$ cat src/rtl/booth_4_bit_multiplier.sv
// Iterative radix-2 Booth multiplier: signed 4-bit x signed 4-bit -> signed 8-bit.
// Runs one add/subtract-and-shift step per clock, with a start/busy/done handshake.
//
// state | meaning
// IDLE  | waiting for start; result holds the last product
// RUN   | four Booth iterations in progress
module booth_4_bit_multiplier (
   input  logic       clk,
   input  logic       rst,
   input  logic       start,
   input  logic [3:0] M,
   input  logic [3:0] Q,
   output logic       busy,
   output logic       done,
   output logic [7:0] result
);

   typedef enum logic {
      IDLE = 1'b0,
      RUN  = 1'b1
   } state_t;

   state_t     state;
   logic [4:0] acc;
   logic [4:0] mcand;
   logic [3:0] qr;
   logic       q_1;
   logic [2:0] cnt;

   logic [4:0] acc_next;
   logic [9:0] shifted;

   // A is one bit wider than the operands so that M = -8 cannot overflow
   always_comb begin
      acc_next = acc;
      case ({qr[0], q_1})
         2'b01:   acc_next = acc + mcand;
         2'b10:   acc_next = acc - mcand;
         default: acc_next = acc;
      endcase
      shifted = {acc_next[4], acc_next, qr};
   end

   always_ff @(posedge clk) begin
      if (rst) begin
         state  <= IDLE;
         acc    <= '0;
         mcand  <= '0;
         qr     <= '0;
         q_1    <= 1'b0;
         cnt    <= '0;
         busy   <= 1'b0;
         done   <= 1'b0;
         result <= '0;
      end else begin
         done <= 1'b0;
         case (state)
            IDLE: begin
               if (start) begin
                  acc   <= '0;
                  mcand <= {M[3], M};
                  qr    <= Q;
                  q_1   <= 1'b0;
                  cnt   <= 3'd4;
                  busy  <= 1'b1;
                  state <= RUN;
               end
            end
            RUN: begin
               acc <= shifted[9:5];
               qr  <= shifted[4:1];
               q_1 <= shifted[0];
               cnt <= cnt - 3'd1;
               if (cnt == 3'd1) begin
                  result <= shifted[8:1];
                  done   <= 1'b1;
                  busy   <= 1'b0;
                  state  <= IDLE;
               end
            end
            default: state <= IDLE;
         endcase
      end
   end

endmodule

$ cat config.mk
export PLATFORM = sky130hd
export DESIGN_NAME = booth_4_bit_multiplier
export DESIGN_NICKNAME = d
export VERILOG_FILES = /design/src/rtl/booth_4_bit_multiplier.sv
export SDC_FILE = /design/constraint.sdc
export NUM_CORES = 1
export LEC_CHECK = 0
export CAP_MARGIN = 20
export CORE_UTILIZATION = 44
export CTS_CLUSTER_DIAMETER = 30
export CTS_CLUSTER_SIZE = 12
export DETAILED_ROUTE_END_ITERATION = 6
export GPL_ROUTABILITY_DRIVEN = 0
export PLACE_DENSITY_LB_ADDON = 0.3
export SYNTH_ARGS = -nofsm -noshare
export SYNTH_HDL_FRONTEND = slang
export SYNTH_SLANG_ARGS = --single-unit
$ cat constraint.sdc
create_clock -name clk -period 5.45 [get_ports clk]
set_input_delay 0.8175 -clock clk [delete_from_list [all_inputs] [get_ports clk]]
set_output_delay 0.8175 -clock clk [all_outputs]
set_load 0.1 [all_outputs]
* Word level (Yosys, flattened, before mapping)
Index checks and enable logic that the tools add are counted.
W data, S select, Z words.
** Word-level totals
- Input bits :: 11
- Logic and storage cells :: 38
- Register bits :: 28
- Output and inout bits :: 10
** Cells by class
- Bitwise logic cells :: 1
- Reduce and logical (&&, ||, !) cells :: 4
- Multiplexer cells :: 16
- Add/sub/neg operators :: 3
- Equality and inequality tests :: 5
** Operator list (number)
- $pmux W5 S2 :: 2
- $pmux W4 S2 :: 1
- $mux W1 :: 6
- $pmux W1 S2 :: 3
- $pmux W3 S2 :: 1
- $reduce_and A2 Y1 :: 3
- $add A5 B5 Y5 :: 1
- $mux W5 :: 1
- $sub A5 B5 Y5 :: 1
- $mux W4 :: 1
- $eq A3 B1 Y1 const B :: 1
- $mux W3 :: 1
- $sub A3 B1 Y3 const B :: 1
- $eq A2 B1 Y1 const B :: 1
- $eq A2 B2 Y1 const B :: 1
- $ne A2 B1 Y1 const B :: 1
- $ne A2 B2 Y1 const B :: 1
- $reduce_or A2 Y1 :: 1
- $not A1 Y1 :: 1

* Longest topological paths before layout
Gate-level depths: netlist of the first run.
- Word-level depth :: 3
- Depth in mapped cells :: 10
- Depth with buffers taken out :: 10

* Least setup slack after synthesis of the first run
Ideal clock, no wire load.
- Path kind :: register to register
- Start :: register mcand[0]
- End :: register result[7]
- Arrival time :: 2.186 ns
- Buffers on the path :: 0
- Stages on the path, launching flop included :: 10
- Clock period less this slack :: 2.248 ns
- Data required time :: 5.388 ns
- Setup time :: 0.062 ns
- Setup slack :: 3.202 ns
- Cells stage by stage :: dfxtp_1 > inv_1 > ha_1 > mux2_2 > fa_1 > nand2b_1 > a21oi_4 > xnor2_2 > mux2_4 > nand3_2
** Between the ends
- Word-level cells in the longest chain between the ends :: 2
- Elaborated cells between the ends (all ways) :: 3
- Those cells by class :: add/sub: 2; mux: 1
** RTL lines
- start: declaration :: line 25 : logic [4:0] mcand;
- start signal: assignment :: line 61 : mcand <= {M[3], M};
- $sub A5 B5 Y5 or $add A5 B5 Y5 (tied branches) :: line 38, 37
- $pmux W5 S2 * :: line 36 : case ({qr[0], q_1})
- end signal: assignment :: line 75 : result <= shifted[8:1];
- end: declaration :: line 15 : output logic [7:0] result
Every way passes the cells marked *; elsewhere a longest branch is shown, timed or not.
A chain may end at the register's enable or synchronous reset.

* Final worst setup path of the first run
- Start :: register result[0]
- End :: output port result[0]
No word-level cell between the ends.

==> flow_summary.toml, run 1 <==
[outcome]
status = "completed"

[global_routing]
grt_max_degree = 29
antenna_found_initial = 0
grt.busiest_layer = "met2"
grt_first_pass_wirelength_um = 4381
grt-ovfl-total = 0
grtUsageMet1 = 0.2321
grt_usage = 0.1694
grtUsageMet2 = 0.2660
gr-usage-met3 = 0.02637
grt_pass1_vias = 988

[timing]
fmax_mhz = 374.7
rsz0062_at_grt = "no"
slew_violations = 0
skew_ps = 7.958
setup_viol = 0
worst_slew_pin_slew_ps = 973.7
hold_viol = 0
relSlewSlack = 0.3488
period_needed_ps = 2669
period_share = 0.4897
tns_ps = 0

[clock_network]
cts_hold_buffers = 0
cts.path.max_buffers = 2
post_cts_buffers = 0
root_buffer = "clkbuf_4"
cts_tree = "yes"
clk_pin_slew_ps = 160
clock-sinks = 27
htree_levels = 1
clk_latency_ps = 330
cts-buffers-inserted = 3
ctsResizeCount = 0

[routing]
viasPerCell = 4.884
first_iter_violations = 26
wl_per_cell_um = 11.87
vias = 1050
firstDrtPassIters = 4
drc = 0
wirelength_um = 2552
antenna_left = 0

[worst_setup_path]
worst_setup_path_start_kind = "register"
worstSetupPathType = "reg2out"
slowest_delay_ps = 1140
worstPathMaxFanout = 2
critical_path.top_delay_family = "buffers and inverters"
worstPathArrival_ps = 1850
r2r_start = "mcand[0]"
critPathRequiredTime_ps = 4630
path_buf_inv = 1
crit_chain = "clkdlybuf4s50_1"
critPathLaunch = "result[0]"
cpMaxStageDelayCell = "clkdlybuf4s50_1"
end_kind = "output pin"

[yosys]
synth_seq_cells = 27
syn_avg_cell_area_um2 = 8.990
yosys.area.top_type_share = 0.3830
synthArstFlopShare = 0
yosys-top-cells-area = "dfxtp_1, nor2_1, ha_1"
synthFlopType = "dfxtp_1"
synth_top_cell_by_area = "dfxtp_1"
synth_nets = 177
ys_types = 37
syn_inst = 157
synthTopCellsByCount = "dfxtp_1, nor2_1, a21oi_1"
synth_edf_count = 0
yosysSeqAreaShare = 0.3830
yosys_warnings = 0
netlist_area_mm2 = 0.001411

[die]
core_area_mm2 = 0.003053
rows = 20
dieArea_mm2 = 0.003438
io-pin-count = 21
initial_core_util = 0.4623
die_h_um = 58.64
die_x_um = 58.64

[cells_and_area]
finish.utilization = 0.5398
antenna_cells = 0
n_fill_cell = 296
num-nets-final = 192
drive_above_1_share = 0.07018
layoutNonFillerInstCount = 215
regArea_um2 = 540.5
area_growth_pct = 16.76
multi_input_area_um2 = 784.5

[place]
dp_cells = 211
io_buffer_count = 20
place.detailed.hpwl_um = 1869

[hold_path]
min_from = "busy"
hp-class = "reg2reg"

[pwr]
cellPowerDensity_mw_per_mm2 = 245.2
leakagePower_nw = 0.6748
ir_worst_vdd_v = 0.0001368

[flow_run]
maxCapViolations = 0
## worst register-to-register path, cell delays in order (launching register included)
cell      delay [ps]
dfxtp_1          400
inv_1             90
ha_1             290
mux2_2           290
fa_1             430
nand2b_1         200
a21oi_4          150
xnor2_2          150
mux2_4           330
nand3_2           60
## cell families (layout without fill, tap and decap cells)
family | after synthesis | in the layout | synth area share
buffers and inverters | 20 | 34 | 0.06117
xor gates and xnor gates | 5 | 5 | 0.03636
adders and majority gates | 9 | 9 | 0.08511
DFF | 27 | 27 | 0.3830
and+or+nand+nor | 57 | 57 | 0.2110
AOI/OAI and AO/OA | 27 | 27 | 0.1339
muxes | 12 | 12 | 0.08954
## routing by layer
layer / wire length (um) / vias up
li1: - / 559
met1: 1294 / 472
met2: 1133 / 15
met3: 84 / 4
met4: 39 / 0
met5: 0 / -
## report_power, final
part	switching (mW)	internal, mW
clock	0.0625	0.0281
combinational	0.0514	0.0458
sequential	0.0103	0.206
## metrics by stage
stage                     hold WS [ps]  total power, mW  setup WS, ps  instance area [um^2]
after floorplan                  448.1           0.2982          3202                  1411
after global placement           453.9           0.3160          2779                  1618
after detailed placement         457.4           0.3181          2748                  1618
after CTS                        495.9           0.4090          2764                  1648
after global routing             512.6           0.4262          2717                  1648
final                            489.8           0.4040          2781                  1648
## placed cells by master (no fill, tap or decap), drive strengths merged, types with 2 or more instances in the layout
cell	netlist	routed
nor2b	5	5
xnor2	4	4
nor2	28	28
nand2	4	4
a21oi	13	13
mux2	2	2
clkbuf	5	3
nand2b	4	4
dfxtp	27	27
a22o	6	6
mux2i	10	10
nand3	4	4
nand3b	3	3
nor3b	2	2
a31oi	2	2
o21ai	2	2
nor3	4	4
ha	8	8
clkdlybuf4s50	0	20
inv	10	10
## path summary, 6_finish.rpt
kind | slack, ps | endpoint | depth (start not counted)
max | 2780 | result[0] | 1
min | 490 | busy | 1
max reg2reg | 3040 | result[7] | 9
min reg2reg | 490 | busy | 1
## sequential cells by signal, indices dropped and copies added (netlist names)
name    flops
acc         4
busy        1
cnt         3
done        1
mcand       4
q_1         1
qr          4
result      8
state       1
## final cells by class
type                       instances  area share
multi-input combinational        110      0.4761
sequential                        27      0.3280
timing repair buffer              20      0.1215
tap                               44     0.03341
inverter                          10     0.02278
clock buffer                       3     0.01367
clock inverter                     1    0.004556
(Power assumes the default switching activity.)
==> run 2, diff against run 1 <==
==> constraint.sdc (replaced) <==
create_clock -name clk -period 2.55 [get_ports clk]
set_input_delay 0.3825 -clock clk [delete_from_list [all_inputs] [get_ports clk]]
set_output_delay 0.3825 -clock clk [all_outputs]
set_load 0.1 [all_outputs]
==> run 2 against run 1 <==
Compared with the run above: first-iteration DRC count shrank 35%; worst setup slack worse by 2600 ps; combinational power grew 130%; clock skew grew 2.8 ps; routed wire length is 8.5% higher; flip-flop and latch count unchanged; critical path type is now reg2reg; critical endpoint is now result[7]; largest cell class unchanged; highest routed layer unchanged.
==> flow_summary.toml, run 2 (synthesized netlist as in run 1, its figures left out) <==
[routing]
vias = 1100
drc = 0
wirelength_um = 2770
firstDrtPassIters = 4
wl_per_cell_um = 12.71
antenna_left = 0
first_iter_violations = 17
viasPerCell = 5.046

[global_routing]
grt-ovfl-total = 0
antenna_found_initial = 0
grt_usage = 0.1781
grt_pass1_vias = 1104
grt_max_degree = 28
grt_first_pass_wirelength_um = 4678

[worst_setup_path]
crit_chain = "inv_1 -> ha_1 -> mux2_2 -> fa_1 -> nand2b_1 -> a21oi_4 -> xnor2_2 -> mux2_4 -> nand3_2"
r2r_slack_ps = 130
worst_setup_path_start_kind = "register"
end_kind = "register"
critPathRequiredTime_ps = 2830
worstPathArrival_ps = 2700
regToRegEndpoint = "result[7]"
cpMaxStageDelayCell = "fa_1"
rr_worst_depth = 9
worstSetupPathType = "reg2reg"
path_buf_inv = 1
slowest_delay_ps = 420
r2r_start = "mcand[0]"
critical_path.top_delay_family = "adder cells"
worstPathMaxFanout = 3

[cells_and_area]
most-common-layout-cells = "nor2_1, dfxtp_1, buf_4, a21oi_1"
layoutNonFillerInstCount = 218
drive_above_1_share = 0.1437
antenna_cells = 0
largest_register_ff_count = 8
top_register = "result"
area_growth_pct = 16.67
num-nets-final = 195

[hold_path]
min_from = "cnt[2]"
holdPathStages = 1
hold_path_end = "cnt[2]"
hp-class = "reg2reg"

[die]
initial_core_util = 0.4623
die_x_um = 58.64
die_h_um = 58.64
core_area_mm2 = 0.003053
dieArea_mm2 = 0.003438
io-pin-count = 21
rows = 20

[clock_network]
ctsResizeCount = 0
clk_pin_slew_ps = 160
clk_latency_ps = 340
clock-sinks = 27
root_buffer = "clkbuf_4"
cts_tree = "yes"
cts-buffers-inserted = 3
cts.path.max_buffers = 2
post_cts_buffers = 0
htree_levels = 1
cts_hold_buffers = 0

[pwr]
pwr-share-seq = 0.516
leakagePower_nw = 0.7138
switching_share = 0.3121
p_int_mw = 0.6049
cellPowerDensity_mw_per_mm2 = 534.0
p_switching_mw = 0.2744
total_power_mw = 0.8793
pwr-share-comb = 0.256
ir_worst_vdd_v = 0.0002804
power_frac_clock = 0.228

[timing]
hold_viol = 0
tns_ps = 0
hold_ws_ps = 487.5
slew_violations = 0
rsz0062_at_grt = "no"
period_needed_ps = 2417
period_share = 0.9480
setup_viol = 0
fmax_mhz = 413.7
skew_ps = 10.74
worst_slew_pin_slew_ps = 723.4
relSlewSlack = 0.5167

[place]
place.detailed.hpwl_um = 1994
io_buffer_count = 20
dp_cells = 214

[flow_run]
maxCapViolations = 0

[outcome]
status = "completed"
[run 2: changes by cell type in the layout (fill, tap and decap cells not counted), sizes merged]
| cell | before | now |
|---|---|---|
| clkdlybuf4s50 | 20 | 10 |
| inv | 10 | 11 |
| clkinvlp | 1 | 0 |
| buf | 0 | 13 |
[run 2: metrics by stage]
stage	utilization	area [um^2]	worst slack, ps
floorplan	-	1411	301.7
global placement	0.5291	1615	244.2
detailed placement	0.5291	1615	200.5
CTS	0.5393	1647	129.1
global route	0.5393	1647	37.73
finish	0.5393	1647	132.6
[run 2: power by group through the flow]
stage | Combinational [mW] | Clock, mW | Sequential [mW]
after CTS | 0.226 | 0.209 | 0.454
after floorplan | 0.162 | 0 | 0.476
after global routing | 0.248 | 0.225 | 0.457
final | 0.225 | 0.201 | 0.454
after global placement | 0.218 | 0 | 0.462
after detailed placement | 0.223 | 0 | 0.463
[run 2: worst max-delay path by stage]
stage                         from        end  slack (ps)  cells after the start
after global routing         qr[0]  result[7]          40                      8
after floorplan           mcand[0]  result[7]         300                      9
after CTS                 mcand[0]  result[7]         130                      9
after detailed placement     qr[0]  result[7]         200                      8
final                     mcand[0]  result[7]         130                      9
after global placement    mcand[0]  result[7]         240                      9
[run 2: area by class of cell]
type / instances / area, um^2
clock inverters: 1 / 8.758
multi-input cells: 110 / 784.5
flip-flops and latches: 27 / 540.5
fillers: 297 / 1406
repair buffers: 23 / 197.7
clock buffers: 3 / 22.52
well taps: 44 / 55.05
inverters: 10 / 37.54
[run 2: metal layers]
layer	up-vias	routed length (um)	GRT usage
met1	512	1277	0.2055
met2	16	1366	0.3153
met3	7	58	0.02418
met4	0	68	0.1020
met5	-	0	0
li1	565	-	-
